`src/rtl/router_fifo_pkg.sv`:
```
// Shared constants and helpers for the router packet FIFO.
package router_fifo_pkg;

  localparam int unsigned DefDataW  = 8;
  localparam int unsigned DefDepth  = 16;
  localparam int unsigned DefLenLsb = 2;

  // Header tag sits just above the data byte in each stored word
  localparam int unsigned HDR_TAG_BIT = DefDataW;

  // Ceiling log2 usable in constant expressions
  function automatic int unsigned clog2(input int unsigned value);
    int unsigned res;
    res = 0;
    for (int i = 0; i < 32; i++) begin
      if ((32'd1 << i) < value) res = i + 1;
    end
    return res;
  endfunction

endpackage

```
`src/rtl/router_fifo_mem.sv`:
```
// Simple dual-port storage array for the router packet FIFO.
// Synchronous write, registered read data with enable and clear, plus a
// combinational peek of the word at the read address.
module router_fifo_mem
  import router_fifo_pkg::*;
#(
  parameter int unsigned WIDTH = DefDataW + 1,
  parameter int unsigned DEPTH = DefDepth
) (
  input  logic                    clock,
  input  logic                    we,
  input  logic [clog2(DEPTH)-1:0] waddr,
  input  logic [WIDTH-1:0]        wdata,
  input  logic                    re,
  input  logic                    clr,
  input  logic [clog2(DEPTH)-1:0] raddr,
  output logic [WIDTH-1:0]        rd_word,
  output logic [WIDTH-1:0]        rdata
);

  logic [WIDTH-1:0] mem_q [DEPTH];

  // Array write; contents are deliberately never cleared
  always_ff @(posedge clock) begin
    if (we) mem_q[waddr] <= wdata;
  end

  // Registered read port, held when not reading
  always_ff @(posedge clock) begin
    if (clr)     rdata <= '0;
    else if (re) rdata <= mem_q[raddr];
  end

  assign rd_word = mem_q[raddr];

endmodule

```
`src/rtl/router_pkt_fifo.sv`:
```
// Packet-aware router output FIFO: header tagging, remaining-byte tracking,
// occupancy flags and a packet-done pulse on the last (parity) byte read.
// Optional sticky overflow/underflow flags: define ROUTER_PKT_FIFO_ERR_EN.
module router_pkt_fifo
  import router_fifo_pkg::*;
#(
  parameter int unsigned DATA_W   = DefDataW,
  parameter int unsigned DEPTH    = DefDepth,
  parameter int unsigned LEN_LSB  = DefLenLsb,
  parameter int unsigned AFULL_TH = DEPTH - 2
) (
  input  logic                    clock,
  input  logic                    reset,
  input  logic                    soft_reset,
  input  logic                    write_enb,
  input  logic                    read_enb,
  input  logic                    lfd_state,
  input  logic [DATA_W-1:0]       data_in,
  output logic [DATA_W-1:0]       data_out,
  output logic                    full,
  output logic                    empty,
  output logic                    almost_full,
  output logic [clog2(DEPTH):0]   level,
  output logic                    pkt_busy,
  output logic                    pkt_done,
  output logic                    ovf_err,
  output logic                    udf_err
);

  localparam int unsigned AW = clog2(DEPTH);
  localparam int unsigned LW = DATA_W - LEN_LSB;
  localparam int unsigned RW = LW + 1;
  localparam logic [AW:0] PtrOne   = (AW+1)'(1);
  localparam logic [AW:0] AfullLvl = (AW+1)'(AFULL_TH);

  logic [AW:0]     wr_ptr_q, rd_ptr_q;
  logic            lfd_q;
  logic [RW-1:0]   rem_q, rem_d;
  logic            done_q, done_d;
  logic            clr, wr_acc, rd_acc;
  logic [DATA_W:0] rd_word, rdata;
  logic [LW-1:0]   hdr_len;

  assign clr    = reset | soft_reset;
  assign empty  = (wr_ptr_q == rd_ptr_q);
  assign full   = (wr_ptr_q[AW] != rd_ptr_q[AW]) && (wr_ptr_q[AW-1:0] == rd_ptr_q[AW-1:0]);
  assign level  = wr_ptr_q - rd_ptr_q;
  assign almost_full = (level >= AfullLvl);
  // Flags of the current cycle decide: full drops the write, empty drops the read
  assign wr_acc = write_enb && !full;
  assign rd_acc = read_enb && !empty;

  router_fifo_mem #(
    .WIDTH (DATA_W + 1),
    .DEPTH (DEPTH)
  ) u_mem (
    .clock   (clock),
    .we      (wr_acc),
    .waddr   (wr_ptr_q[AW-1:0]),
    .wdata   ({lfd_q, data_in}),
    .re      (rd_acc),
    .clr     (clr),
    .raddr   (rd_ptr_q[AW-1:0]),
    .rd_word (rd_word),
    .rdata   (rdata)
  );

  assign data_out = rdata[DATA_W-1:0];
  assign hdr_len  = rd_word[DATA_W-1:LEN_LSB];

  // Pointers advance on accepted transfers; header tag tracks lfd_state one cycle late
  always_ff @(posedge clock) begin
    if (clr) begin
      wr_ptr_q <= '0;
      rd_ptr_q <= '0;
      lfd_q    <= 1'b0;
    end else begin
      if (wr_acc) wr_ptr_q <= wr_ptr_q + PtrOne;
      if (rd_acc) rd_ptr_q <= rd_ptr_q + PtrOne;
      lfd_q <= lfd_state;
    end
  end

  // Header read loads payload+parity count; other reads count it down
  always_comb begin
    rem_d  = rem_q;
    done_d = 1'b0;
    if (rd_acc) begin
      if (rd_word[DATA_W]) begin
        rem_d = {1'b0, hdr_len} + RW'(1);
      end else if (rem_q != '0) begin
        rem_d  = rem_q - RW'(1);
        done_d = (rem_q == RW'(1));
      end
    end
  end

  // Packet counter and done-pulse registers
  always_ff @(posedge clock) begin
    if (clr) begin
      rem_q  <= '0;
      done_q <= 1'b0;
    end else begin
      rem_q  <= rem_d;
      done_q <= done_d;
    end
  end

  assign pkt_busy = (rem_q != '0);
  assign pkt_done = done_q;

`ifdef ROUTER_PKT_FIFO_ERR_EN
  logic ovf_q, udf_q;

  // Sticky misuse flags, cleared only by either reset
  always_ff @(posedge clock) begin
    if (clr) begin
      ovf_q <= 1'b0;
      udf_q <= 1'b0;
    end else begin
      if (write_enb && full) ovf_q <= 1'b1;
      if (read_enb && empty) udf_q <= 1'b1;
    end
  end

  assign ovf_err = ovf_q;
  assign udf_err = udf_q;
`else
  assign ovf_err = 1'b0;
  assign udf_err = 1'b0;
`endif

endmodule

```
`config.mk`:
```
export PLATFORM = sky130hd
export DESIGN_NAME = router_pkt_fifo
export DESIGN_NICKNAME = d
export VERILOG_FILES = /design/src/rtl/router_fifo_pkg.sv /design/src/rtl/router_fifo_mem.sv /design/src/rtl/router_pkt_fifo.sv
export SDC_FILE = /design/constraint.sdc
export NUM_CORES = 1
export LEC_CHECK = 0
export CAP_MARGIN = 20
export CORE_MARGIN = 2
export CORE_UTILIZATION = 50
export CTS_CLUSTER_SIZE = 28
export DETAILED_ROUTE_END_ITERATION = 10
export HOLD_SLACK_MARGIN = 0.02
export PLACE_DENSITY = 0.71
export SKIP_CTS_REPAIR_TIMING = 1
export SLEW_MARGIN = 20
export SYNTH_ARGS = -nofsm -noshare
export SYNTH_HDL_FRONTEND = slang
export SYNTH_SLANG_ARGS = --single-unit
```
`constraint.sdc`:
```
create_clock -name clock -period 2.6 [get_ports clock]
set_input_delay 0.78 -clock clock [delete_from_list [all_inputs] [get_ports clock]]
set_output_delay 0.78 -clock clock [all_outputs]
set_load 0.005 [all_outputs]
```
* After elaboration in Yosys (flattened, before gate mapping)
Memories as Yosys holds them, arrays and structs flattened. A register that Yosys moved wholly into a read port is not among the register bits. Cells that the tools add are included.
Storage, ports and cells: word-level logic and storage cells 35, bits in writable memories 144, register bits after elaboration 27, output and inout bits 20, memories 1, input port bits 14
Memory list:
- u_mem.mem_q | words 16, bits a word 9, read ports 1, clocked after Yosys merged registers in 1, write ports 1, line router_fifo_mem.sv:21 | logic [WIDTH-1:0] mem_q [DEPTH];
Operators by class: $add $sub $neg 5, eq/ne operators 4, magnitude comparators 1, muxes and demuxes 6, reduce and logical (&&, ||, !) cells 9, bitwise gates (word level) 3
Operators with widths (number):
- 2-to-1 mux 7 bit | 2
- adder 5 x 1 -> 5 bit, second input constant | 2
- 2-to-1 mux 4 bit | 2
- adder 6 x 1 -> 7 bit, second input constant | 1
- == test 7 x 1 -> 1 bit, second input constant | 1
- nonzero test 7 bit | 1
- subtractor 7 x 1 -> 7 bit, second input constant | 1
- == test 5 bit | 1
- >= comparator 5 x 4 -> 1 bit, second input constant | 1
- subtractor 5 bit | 1
- == test 4 bit | 1
- OR reduction 4 bit | 1
- logical AND 1 bit | 3
- logical NOT 1 bit | 2
- 2-to-1 mux 1 bit | 2
- inverter 1 bit | 2
- AND reduction 2 bit | 1
- nonzero test 2 bit | 1
- inequality test 1 bit | 1
- OR 1 bit | 1

* Depth between registers and ports, before layout
word-level depth 6, gate-level depth with buffers 9, depth with buffers taken out 8

* Cells and area by module
A second synthesis with hierarchy kept.
Second synthesis, totals: cell total of the unflattened synthesis 480, area total of the unflattened synthesis 7354.6 µm²
By module, submodules not included:
- router_fifo_mem | area each 6037.0 µm², cells each 323, seq. area each 4504.3 µm², instances 1
- router_pkt_fifo | area each 1317.5 µm², cells each 157, seq. area each 380.4 µm², instances 1

* Least setup slack after synthesis
OpenSTA, ideal clock, no wires.
path type register to register, start register wr_ptr_q[0], end memory u_mem.mem_q[3][0] (netlist bit) (enable), data arrival time 2.188 ns, cell stages (with the launch flop) 9, path slack 0.026 ns, clock period less this slack 2.574 ns, required time 2.213 ns, buffers on the path 1, setup time 0.387 ns, path through dfxtp_1 inv_1 ha_1 nand4_1 nor2b_1 nor2b_1 clkbuf_1 nand2_1 nor3_1
Between the ends: word-level cells in the longest chain between the ends 6
Ends and longest elaborated chain:
- start, declared | line router_pkt_fifo.sv:36 | logic [AW:0] wr_ptr_q, rd_ptr_q;
- start signal, assigned | line router_pkt_fifo.sv:78 | if (wr_acc) wr_ptr_q <= wr_ptr_q + PtrOne;
- == test 4 bit | line router_pkt_fifo.sv:46 | assign full = (wr_ptr_q[AW] != rd_ptr_q[AW]) && (wr_ptr_q[AW-1:0] == rd_ptr_q[AW-1:0]);
- logical AND 1 bit | line router_pkt_fifo.sv:46
- via full | line router_pkt_fifo.sv:20 | output logic full,
- logical NOT 1 bit | line router_pkt_fifo.sv:50 | assign wr_acc = write_enb && !full;
- logical AND 1 bit | line router_pkt_fifo.sv:50
- 2-to-1 mux 1 bit | line router_fifo_mem.sv:25 | if (we) mem_q[waddr] <= wdata;
- 2-to-1 mux 1 bit (not written as such) | line router_fifo_mem.sv:25
- end, declared | line router_fifo_mem.sv:21
The timed path passes the listed nets, and every way through them passes these cells.

* Worst setup path in the final report
start register wr_ptr_q[0], end output port almost_full
Between the ends: word-level cells in the longest chain between the ends 2
Ends and longest elaborated chain:
- subtractor 5 bit | line router_pkt_fifo.sv:47 | assign level = wr_ptr_q - rd_ptr_q;
- >= comparator 5 x 4 -> 1 bit | line router_pkt_fifo.sv:48 | assign almost_full = (level >= AfullLvl);
- end, declared | line router_pkt_fifo.sv:22 | output logic almost_full,
No other way between the ends.

==> metrics.csv <==
metric,value,unit
status,"complete, but fails checks",
failing checks,setup timing,
CTS Sinks,175,
Detailed Route WL,15.1,mm
WP data arrival,2100,ps
# diodes,0,
ANT nets after route,0,
clock slew at reported path FFs,60,ps
pre-CTS setup slack,-284,ps
Startpoint Class,flop,
Yosys warnings,0,
"EDFF count, synth",144,
RSZ-0062 raised after global routing,yes,
Final period util,111,%
Post-synth ARST share,0,%
post-synthesis mux area share,13.4,%
CP Capture Type,primary output,
Worst Skew,13.6,ps
Leak,2.98,nW
Synth cell types,44,
H-Tree Level Count,4,
core area,14000,µm²
via count,4095,
initial DRC count,424,
Slew Limit Fails,0,
P&R area growth vs syn,21.3,%
Die ar.,15400,µm²
fillcell total,997,
Synth Instances,437,
most common flop cell mapped by yosys,edfxtp_1,
Synth Area in Simple Gates,6.67,%
main combinational cell family by area after synthesis,multiplexers,
latest clock arrival within the worst-skew pair,430,ps
DR vias/cell,5.78,
"commonest non-fill, non-tap cell in the layout",edfxtp_1,
clk buf depth,2,
xor/xnor share of the synthesized area,1.46,%
slew of the pin with the lowest slew margin,587,ps
Min-Delay Path Depth,2,
most frequent cells in the layout,"edfxtp_1, buf_4, nand2_1, nor2_1, dfxtp_1",
Final WS setup,-281,ps
sequential cell area fraction in the yosys report,68.6,%
Residual DRC,0,
hold crit path type,flop to flop,
FF-to-FF path depth,7,
IO buf count,31,
clk root buf,clkbuf_16,
class of the most critical setup path,flop to primary output,
critical path peak fanout,2,
Netlist Area Pre-Place,7200,µm²
Worst Path Required,1820,ps
total CTS buffers,17,
GRT Total Usage,21.2,%
largest net degree at the start of global routing,25,
synthesized area per cell,16.5,µm²
adder-cell share of the synthesized area,2.54,%
layout cell share with drive strength beyond 1,25.2,%
vias in the first global route,4138,
Die Ht,124,µm
hpwl dp,9.62,mm
Hold Path Origin,u_mem.rdata[5]$_SDFFE_PP0N_,
post-route core utilization,62.4,%
final setup vio count,4,
"Non-Filler Cell Area, Final",8730,µm²
complex-gate fraction of the synthesized area,4.69,%
"Hold Violations, Final",0,
Ports,34,
setup_tns,-575,ps
fmax,347,MHz
max_cap viols,0,
Rel. slew slack,60.7,%
minimum setup slack among reg-to-reg paths,230,ps
global-route wire length before repair,22.8,mm
#FFs+latches synth,175,
Max rail drop VDD,449,µV
num rows,43,
placed instance area,7960,µm²
overflow left after global routing,0,
r2r endpoint,rem_q[1]$_SDFFE_PP0P_,
hold endpoint,u_mem.rdata[5]$_SDFFE_PP0N_,
GPL Wtd Cong,0.808,
initial antenna violation count,0,
CTS tree,yes,
cell area power density,692,nW/µm²
Final min period,2880,ps
mean routed wirelength per cell,21.3,µm
die width,124,µm
# nets final,543,
first drt pass iteration count,4,
Initial Util,51.5,%
-- synthesized netlist by cell type, types with 4 or more instances --
master	count	area, µm²
mux4_2	25	563
xnor2_1	6	52.6
a21oi_1	18	90.1
nand4_1	7	43.8
ha_1	13	163
nand2_1	37	139
xor2_1	6	52.6
nor2b_1	4	25.0
edfxtp_1	144	4320
nor2_1	31	116
nand3_1	6	30.0
and2_1	4	25.0
mux4_1	13	342
dfxtp_1	31	621
clkbuf_1	8	30.0
nor3_1	6	30.0
mux2i_1	6	60.1
buf_2	5	25.0
a22oi_1	13	97.6
o21ai_0	6	30.0
inv_1	11	41.3
-- per-stage QoR --
stage | hold WS, ps | power, mW | cells
after global routing | 478 | 6.23 | 708
after CTS | 459 | 6.07 | 703
final | 460 | 6.05 | 708
after floorplan | 453 | 3.24 | 438
after global placement | 446 | 3.35 | 671
after detailed placement | 451 | 3.36 | 671
-- power breakdown --
part | internal [mW] | switching (mW) | leakage, nW
Combinational | 0.116 | 0.140 | 1.11
Clock | 1.70 | 1.03 | 0.314
Sequential | 3.05 | 0.0101 | 1.55
-- state kept, by name (all words and copies together) (netlist names), named ones only --
signal,count
rem_q,7
wr_ptr_q,5
lfd_q,1
u_mem.rdata,8
pkt_done,1
rd_ptr_q,5
u_mem.mem_q,144
-- cell families (layout without fill, tap and decap cells) --
kind of cell / Yosys count / count (layout)
other: 1 / 2
adder cells (fa/ha/maj): 14 / 14
buffers and inverters: 34 / 124
multiplexers: 44 / 44
AND/OR/NAND/NOR: 105 / 105
AO/OA/AOI/OAI: 52 / 52
XOR/XNOR: 12 / 12
flip-flops: 175 / 175
-- routing by layer --
layer	part of all wire [%]	up-vias	global-route usage, %
met5	0	-	0
met4	2.0	0	8.01
met3	5.3	25	5.27
met2	52	141	36.6
met1	40	2073	25.9
li1	-	1856	-
-- cell type report --
cell class	instances	area, µm²	area share [%]
Clock buffer	17	425	4.87
Clock inverter	15	218	2.49
Inverter	11	41.3	0.473
Multi-Input combinational cell	229	2170	24.9
Sequential cell	175	4950	56.7
Tap cell	180	225	2.58
Timing Repair Buffer	81	702	8.04
-- worst max-delay path, cell delays in order, from the launching register on --
cell and delay (ps):
dfxtp_2 320, inv_2 60, ha_4 120, inv_2 40, fa_2 380, buf_4 140
buf_4 130, xor2_2 170, a31o_2 200, clkbuf_2 110
-- worst max path at each step --
stage                                        start                     endpoint  cells after the start
after CTS                 wr_ptr_q[0]$_SDFFE_PP0P_                  almost_full                      9
after global placement    wr_ptr_q[0]$_SDFFE_PP0P_                  almost_full                      9
after global routing      wr_ptr_q[0]$_SDFFE_PP0P_                  almost_full                      9
after floorplan           wr_ptr_q[0]$_SDFFE_PP0P_  u_mem.mem_q[3][0]$_DFFE_PP_                      8
after detailed placement  wr_ptr_q[0]$_SDFFE_PP0P_                  almost_full                      9
final                     wr_ptr_q[0]$_SDFFE_PP0P_                  almost_full                      9
Note: power is estimated with default switching activity, not from simulation.
